`config.mk`:
```
export PLATFORM = sky130hd
export DESIGN_NAME = alu_arbiter
export DESIGN_NICKNAME = d
export VERILOG_FILES = /design/src/rtl/alu_arbiter.sv
export SDC_FILE = /design/constraint.sdc
export NUM_CORES = 1
export LEC_CHECK = 0
export BUFFER_PORTS_ARGS = -buffer_cell sky130_fd_sc_hd__buf_2
export CORE_UTILIZATION = 59
export DETAILED_ROUTE_END_ITERATION = 6
export PLACE_DENSITY = 0.85
export SLEW_MARGIN = 20
export SYNTH_ARGS = -nofsm -noshare
export SYNTH_HDL_FRONTEND = slang
export SYNTH_SLANG_ARGS = --single-unit
```
`constraint.sdc`:
```
create_clock -name clk -period 5.7 [get_ports clk]
set_input_delay 1.14 -clock clk [delete_from_list [all_inputs] [get_ports clk]]
set_output_delay 1.14 -clock clk [all_outputs]
set_load 0.02 [all_outputs]
```
`src/rtl/alu_arbiter.sv`:
```
// Two-requester round-robin arbiter in front of a 4-bit ALU with a fixed-length execute phase.
// One operation is in flight at a time; the result is held until the consumer takes it.
module alu_arbiter #(
    parameter int EXEC_CYCLES = 1
) (
    input  logic       clk,
    input  logic       rst,
    input  logic       req0_valid,
    output logic       req0_ready,
    input  logic [3:0] req0_a,
    input  logic [3:0] req0_b,
    input  logic [2:0] req0_sel,
    input  logic       req1_valid,
    output logic       req1_ready,
    input  logic [3:0] req1_a,
    input  logic [3:0] req1_b,
    input  logic [2:0] req1_sel,
    output logic       rsp_valid,
    input  logic       rsp_ready,
    output logic       rsp_id,
    output logic [3:0] rsp_out,
    output logic       rsp_cf,
    output logic       rsp_of,
    output logic       rsp_zf
);

    // state | meaning
    // IDLE  | waiting for a request, ready driven to the granted requester
    // EXEC  | counting down the execute phase, then one cycle to publish the result
    // RESP  | result held on rsp_* until the consumer takes it
    typedef enum logic [1:0] {IDLE, EXEC, RESP} state_t;

    state_t     state_q, state_d;
    logic       rptr_q, rptr_d;
    logic [3:0] cnt_q, cnt_d;
    logic       done_q, done_d;
    logic [3:0] a_q, a_d, b_q, b_d;
    logic [2:0] sel_q, sel_d;
    logic       id_q, id_d;
    logic       rsp_id_q, rsp_id_d;
    logic [3:0] rsp_out_q, rsp_out_d;
    logic       rsp_cf_q, rsp_cf_d, rsp_of_q, rsp_of_d, rsp_zf_q, rsp_zf_d;

    logic       gnt0, gnt1;
    logic [4:0] sum;
    logic [3:0] alu_out;
    logic       alu_cf, alu_of;

    always_comb begin
        sum     = '0;
        alu_out = '0;
        alu_cf  = 1'b0;
        alu_of  = 1'b0;
        case (sel_q)
            3'b000: begin
                sum     = {1'b0, a_q} + {1'b0, b_q};
                alu_out = sum[3:0];
                alu_cf  = sum[4];
                alu_of  = (a_q[3] == b_q[3]) && (sum[3] != a_q[3]);
            end
            3'b001: begin
                // no carry out of a + ~b + 1 means a borrow occurred
                sum     = {1'b0, a_q} + {1'b0, ~b_q} + 5'd1;
                alu_out = sum[3:0];
                alu_cf  = ~sum[4];
                alu_of  = (a_q[3] != b_q[3]) && (sum[3] != a_q[3]);
            end
            3'b010: alu_out = ~a_q;
            3'b011: alu_out = a_q & b_q;
            3'b100: alu_out = a_q | b_q;
            3'b101: alu_out = a_q ^ b_q;
            3'b110: alu_out = {3'b000, ($signed(a_q) < $signed(b_q))};
            default: alu_out = {3'b000, (a_q == b_q)};
        endcase
    end

    assign gnt0 = req0_valid && (!req1_valid || !rptr_q);
    assign gnt1 = req1_valid && (!req0_valid || rptr_q);

    assign req0_ready = (state_q == IDLE) && !rst && gnt0;
    assign req1_ready = (state_q == IDLE) && !rst && gnt1;

    always_comb begin
        state_d   = state_q;
        rptr_d    = rptr_q;
        cnt_d     = cnt_q;
        done_d    = done_q;
        a_d       = a_q;
        b_d       = b_q;
        sel_d     = sel_q;
        id_d      = id_q;
        rsp_id_d  = rsp_id_q;
        rsp_out_d = rsp_out_q;
        rsp_cf_d  = rsp_cf_q;
        rsp_of_d  = rsp_of_q;
        rsp_zf_d  = rsp_zf_q;
        case (state_q)
            IDLE: begin
                if (req0_valid && req0_ready) begin
                    a_d     = req0_a;
                    b_d     = req0_b;
                    sel_d   = req0_sel;
                    id_d    = 1'b0;
                    rptr_d  = 1'b1;
                    cnt_d   = 4'(EXEC_CYCLES - 1);
                    done_d  = 1'b0;
                    state_d = EXEC;
                end else if (req1_valid && req1_ready) begin
                    a_d     = req1_a;
                    b_d     = req1_b;
                    sel_d   = req1_sel;
                    id_d    = 1'b1;
                    rptr_d  = 1'b0;
                    cnt_d   = 4'(EXEC_CYCLES - 1);
                    done_d  = 1'b0;
                    state_d = EXEC;
                end
            end
            EXEC: begin
                if (done_q) begin
                    done_d  = 1'b0;
                    state_d = RESP;
                end else if (cnt_q == 4'd0) begin
                    rsp_id_d  = id_q;
                    rsp_out_d = alu_out;
                    rsp_cf_d  = alu_cf;
                    rsp_of_d  = alu_of;
                    rsp_zf_d  = (alu_out == 4'd0);
                    done_d    = 1'b1;
                end else begin
                    cnt_d = cnt_q - 4'd1;
                end
            end
            RESP: begin
                if (rsp_ready) begin
                    state_d = IDLE;
                end
            end
            default: state_d = IDLE;
        endcase
    end

    always_ff @(posedge clk or posedge rst) begin
        if (rst) begin
            state_q   <= IDLE;
            rptr_q    <= 1'b0;
            cnt_q     <= '0;
            done_q    <= 1'b0;
            a_q       <= '0;
            b_q       <= '0;
            sel_q     <= '0;
            id_q      <= 1'b0;
            rsp_id_q  <= 1'b0;
            rsp_out_q <= '0;
            rsp_cf_q  <= 1'b0;
            rsp_of_q  <= 1'b0;
            rsp_zf_q  <= 1'b0;
        end else begin
            state_q   <= state_d;
            rptr_q    <= rptr_d;
            cnt_q     <= cnt_d;
            done_q    <= done_d;
            a_q       <= a_d;
            b_q       <= b_d;
            sel_q     <= sel_d;
            id_q      <= id_d;
            rsp_id_q  <= rsp_id_d;
            rsp_out_q <= rsp_out_d;
            rsp_cf_q  <= rsp_cf_d;
            rsp_of_q  <= rsp_of_d;
            rsp_zf_q  <= rsp_zf_d;
        end
    end

    assign rsp_valid = (state_q == RESP);
    assign rsp_id    = rsp_id_q;
    assign rsp_out   = rsp_out_q;
    assign rsp_cf    = rsp_cf_q;
    assign rsp_of    = rsp_of_q;
    assign rsp_zf    = rsp_zf_q;

endmodule
```
---- Word level (Yosys, flattened, before mapping) ----
Index checks and enable logic that the tools add are counted.
word-level totals
  bits in registers ....................... 28
  bits in latches ......................... 0
  bits in writable memories ............... 0
  ROM bits ................................ 0
  output and inout bits ................... 11
  word-level logic and storage cells ...... 96
  memories kept ........................... 0
cells by class
  add/subtract/negate cells ............... 4
  $mul .................................... 0
  divide/modulo/power cells ............... 0
  $lt $le $gt $ge ......................... 1
  equality and inequality tests ........... 18
  shift operators ......................... 0
  multiplexer cells ....................... 27
  bitwise logic cells ..................... 7
  reductions and logical operators ........ 26
operators by type and width
  operator               number
  $mux W4                8
  $pmux W4 S7            1
  $add A4 B4 Y5          2
  $eq A3 B3 Y1 const B   3
  $logic_and A1 B1 Y1    9
  $logic_not A4 Y1       2
  $mux W2                4
  $not A4 Y4             2
  $pmux W4 S2            1
  $mux W1                7
  $eq A3 B2 Y1 const B   2
  $mux W3                2
  $ne A2 B2 Y1 const B   3
  $pmux W1 S2            3
  $pmux W2 S3            1
  $reduce_and A3 Y1      2
  $add A5 B1 Y5 const B  1
  $and A4 B4 Y4          1
  $eq A4 B4 Y1           1
  $logic_not A1 Y1       4
  $lt A4 B4 Y1           1
  $or A4 B4 Y4           1
  $reduce_and A2 Y1      2
  $reduce_and A4 Y1      1
  14 further kinds       19

---- Longest topological paths before layout ----
  word-level depth ........................ 8
  depth in mapped cells ................... 9
  gate-level depth less buffers ........... 9

---- Least setup slack after synthesis ----
Ideal clock, no wire load.
  path kind ............................... input port to output port
  from .................................... in rst
  to ...................................... out req0_ready
  data arrival time ....................... 1.881 ns
  setup slack ............................. 2.679 ns
  stages on the path ...................... 4
  buffers on the path ..................... 2
  cell sequence ........................... nor3_1 > and3_1 > buf_2 > buf_2
on the way
  word-level cells in the longest chain between the ends .. 3
ends and longest elaborated chain
  what                               line  source
  start: declaration                 7     input logic rst,
  $logic_not A1 Y1 (no source line)  -
  $logic_and A1 B1 Y1 (2 in series)  80    assign req0_ready = (state_q == IDLE) && !rst && gnt0;
  end: declaration                   9     output logic req0_ready,
Every way passes these cells.

---- Final worst setup path ----
Ends and elaborated chain as after synthesis.

==> results by group <==
Outcome
  • Status: complete, no violations

Worst setup path
  • Worst reg2reg path depth: 7
  • Worst-path cell chain: buf_2, nor3_1, and3_1, buf_2
  • Cell mode on critical path: buf_2
  • Setup CP Type: input pin to primary output
  • Slowest cell on crit path: and3_1
  • Reg2Reg Capture Point: rsp_zf
  • Reg2reg setup slack: 3.43 ns
  • CP max stage delay: 0.55 ns
  • CP max FO: 14
  • Crit path capture type: primary output
  • Worst EP arrival: 2.28 ns
  • Reg2reg start: a_q[2]
  • Worst EP required: 4.56 ns
  • CP startpoint kind: input pin

Yosys
  • Post-synth EDFFs: 0
  • Syn_area_per_cell: 9.13 um2
  • Async S/R FF share, synth: 1.00
  • Top FF cell, synth: dfrtp_1
  • Top post-synthesis cells by count: 28 x dfrtp_1, 20 x o21ai_0, 19 x inv_1
  • Largest cells by area after synthesis: dfrtp_1 37%, ha_1 8.6%, o21ai_0 5.3%, a22oi_1 4.0%, inv_1 3.8%
  • Synth area leader: dfrtp_1
  • Part of the Yosys area used for sequential elements: 0.371
  • Synthesized area: 1890 um2
  • Synth cell types: 47
  • Most common cell in the synthesized netlist: dfrtp_1
  • Cells after synthesis: 207
  • Ys Warns: 0
  • Yosys reg bits: 28
  • Top-area cell type share of the netlist area: 0.371
  • Syn nets: 249

Clock tree
  • Sink Count: 28
  • Post-CTS Resized: 0
  • Reg clk slew, reported paths: 0.15 ns
  • CTS buffer count: 3
  • CTS H-tree lvls: 1
  • Post-CTS setup buffers: 0
  • CTS tree: yes
  • Clk Latency, worst-skew pair: 0.33 ns
  • Buffer depth of the longest clock path: 2
  • Root buffer cell: clkbuf_4
  • Cts hold-fix bufs: 0

Timing
  • Setup_tns: 0 ns
  • Setup Skew: 0.00523 ns
  • Final Max Tran Viols: 0
  • Relative slew slack: 0.463
  • Minimum clock period: 3.42 ns
  • Final Hold Viols: 0
  • Max Clock Freq: 292 MHz
  • Final period util: 0.601
  • Final setup violation count: 0
  • RSZ-0062 raised after global routing: no
  • Worst Max-Slew Pin Slew: 0.806 ns

Worst hold path
  • Hold crit path type: flip-flop to flip-flop
  • Hold Path Stages: 2
  • Hold Path End: rsp_of
  • Hold Crit Start: rsp_of

Die
  • Width of the die: 58.6 um
  • Die height: 58.6 um
  • Ports: 38
  • Starting Density: 0.619
  • Rows: 20
  • CORE AREA: 3050 um2
  • Total Die Area: 3430 um2

Power
  • VDD IR max: 0.000325 V
  • P_sw: 0.000587 W
  • Leakage power: 1.00 nW
  • Power per cell area: 597 nW/um2
  • Share of power burned in registers: 0.318
  • Tot Pwr: 0.00125 W
  • Sw frac: 0.468
  • Internal: 0.000667 W
  • Comb power frac: 0.577
  • Clock Power Share: 0.105

Routing
  • Vias: 1586
  • Routed Wire Length: 3800 um
  • Routed length per instance: 13.6 um
  • Vias per cell: 5.68
  • Initial DRC Count: 55
  • DRC Markers: 0
  • DRT antenna net count: 0
  • First-pass detailed-route iteration total: 5

Place
  • RD Place Congestion: 0.884
  • HPWL after detailed placement: 2790 um
  • # port buffers: 37

Global route
  • Antenna violations before repair: 0
  • Global-route wire length before repair: 6180 um
  • Via count of the first global-routing pass: 1412
  • Largest net degree at the start of global routing: 29
  • All-Layer GR Usage: 0.239
  • Grt total ovfl: 0

Cells and area
  • Final nets: 278
  • Antenna diodes: 0
  • Area delta synth->final: 11.1%
  • Reg area: 701 um2
  • Layout cells sized above 1: 0.213
  • Fillers: 276
  • Area occupied by multi-input gates: 1030 um2

Run
  • Max-Cap Viols: 0
final cells by class:
| class | count | share of cell area |
|---|---|---|
| Clock buffer | 3 | 0.0107 |
| Clock inverter | 1 | 0.0143 |
| Inverter | 20 | 0.0358 |
| Multi-Input combinational cell | 146 | 0.491 |
| Sequential cell | 28 | 0.334 |
| Tap cell | 44 | 0.0262 |
| Timing Repair Buffer | 37 | 0.0882 |
cell usage in the layout, fill, tap and decap left out, drive strengths merged, types with 5 or more instances in the layout:
cell     n
dfrtp   28
nand2   17
nand2b   5
inv     20
a22oi   10
nor2    15
ha      13
o21ai   20
a21oi   10
mux2i    5
buf     37
stage by stage:
step            util  std cells  hold slack, ns  area, um2  worst slack, ns
2_1_floorplan      -        207           0.458       1890             2.68
4_1_cts        0.688        279           0.501       2100             2.28
6_report       0.688        279           0.498       2100             2.28
5_1_grt        0.688        279           0.533       2100             2.13
3_5_place_dp   0.670        275           0.467       2050             2.28
3_3_place_gp   0.670        275           0.460       2050             2.34
power groups by stage:
stage               clock [W]  combinational [W]  sequential, W
CTS                  0.000132           0.000723       0.000398
detailed placement          0           0.000712       0.000400
global placement            0           0.000689       0.000398
floorplan                   0           0.000603       0.000378
finish               0.000131           0.000724       0.000399
global route         0.000139           0.000807       0.000417
worst max-delay path, delay by kind of cell:
| family | cells | cell delay [ns] |
|---|---|---|
| buffers and inverters | 2 | 0.37 |
| AND/OR/NAND/NOR | 2 | 0.77 |
how the worst max path moves through the flow:
| stage | start | endpoint | slack [ns] | cells past startpoint |
|---|---|---|---|---|
| floorplan | rst | req0_ready | 2.68 | 4 |
| global placement | rst | req0_ready | 2.34 | 4 |
| detailed placement | rst | req0_ready | 2.28 | 4 |
| CTS | rst | req0_ready | 2.28 | 4 |
| global route | rst | req0_ready | 2.13 | 4 |
| finish | rst | req0_ready | 2.28 | 4 |
state kept, by name, indices dropped and copies added, names as in the netlist:
signal / count
a_q: 4
b_q: 4
cnt_q: 4
rsp_out: 4
sel_q: 3
state_q: 2
done_q: 1
id_q: 1
rptr_q: 1
rsp_cf: 1
rsp_id: 1
rsp_of: 1
rsp_zf: 1
cell families after synthesis:
| logic type | share of synthesized area |
|---|---|
| AOI/OAI and AO/OA | 0.214 |
| and+or+nand+nor | 0.162 |
| buffers and inverters | 0.0834 |
| DFF | 0.371 |
| adders and majority gates | 0.107 |
| muxes | 0.0444 |
| xor gates and xnor gates | 0.0185 |
metal layers:
metal / track usage / vias to the layer above / part of all wire
met3: 0.0418 / 8 / 0.051
met1: 0.321 / 743 / 0.46
met2: 0.389 / 50 / 0.47
met5: 0 / - / 0
met4: 0.0884 / 0 / 0.021
li1: - / 785 / -
Power figures use the tool's default switching activity.
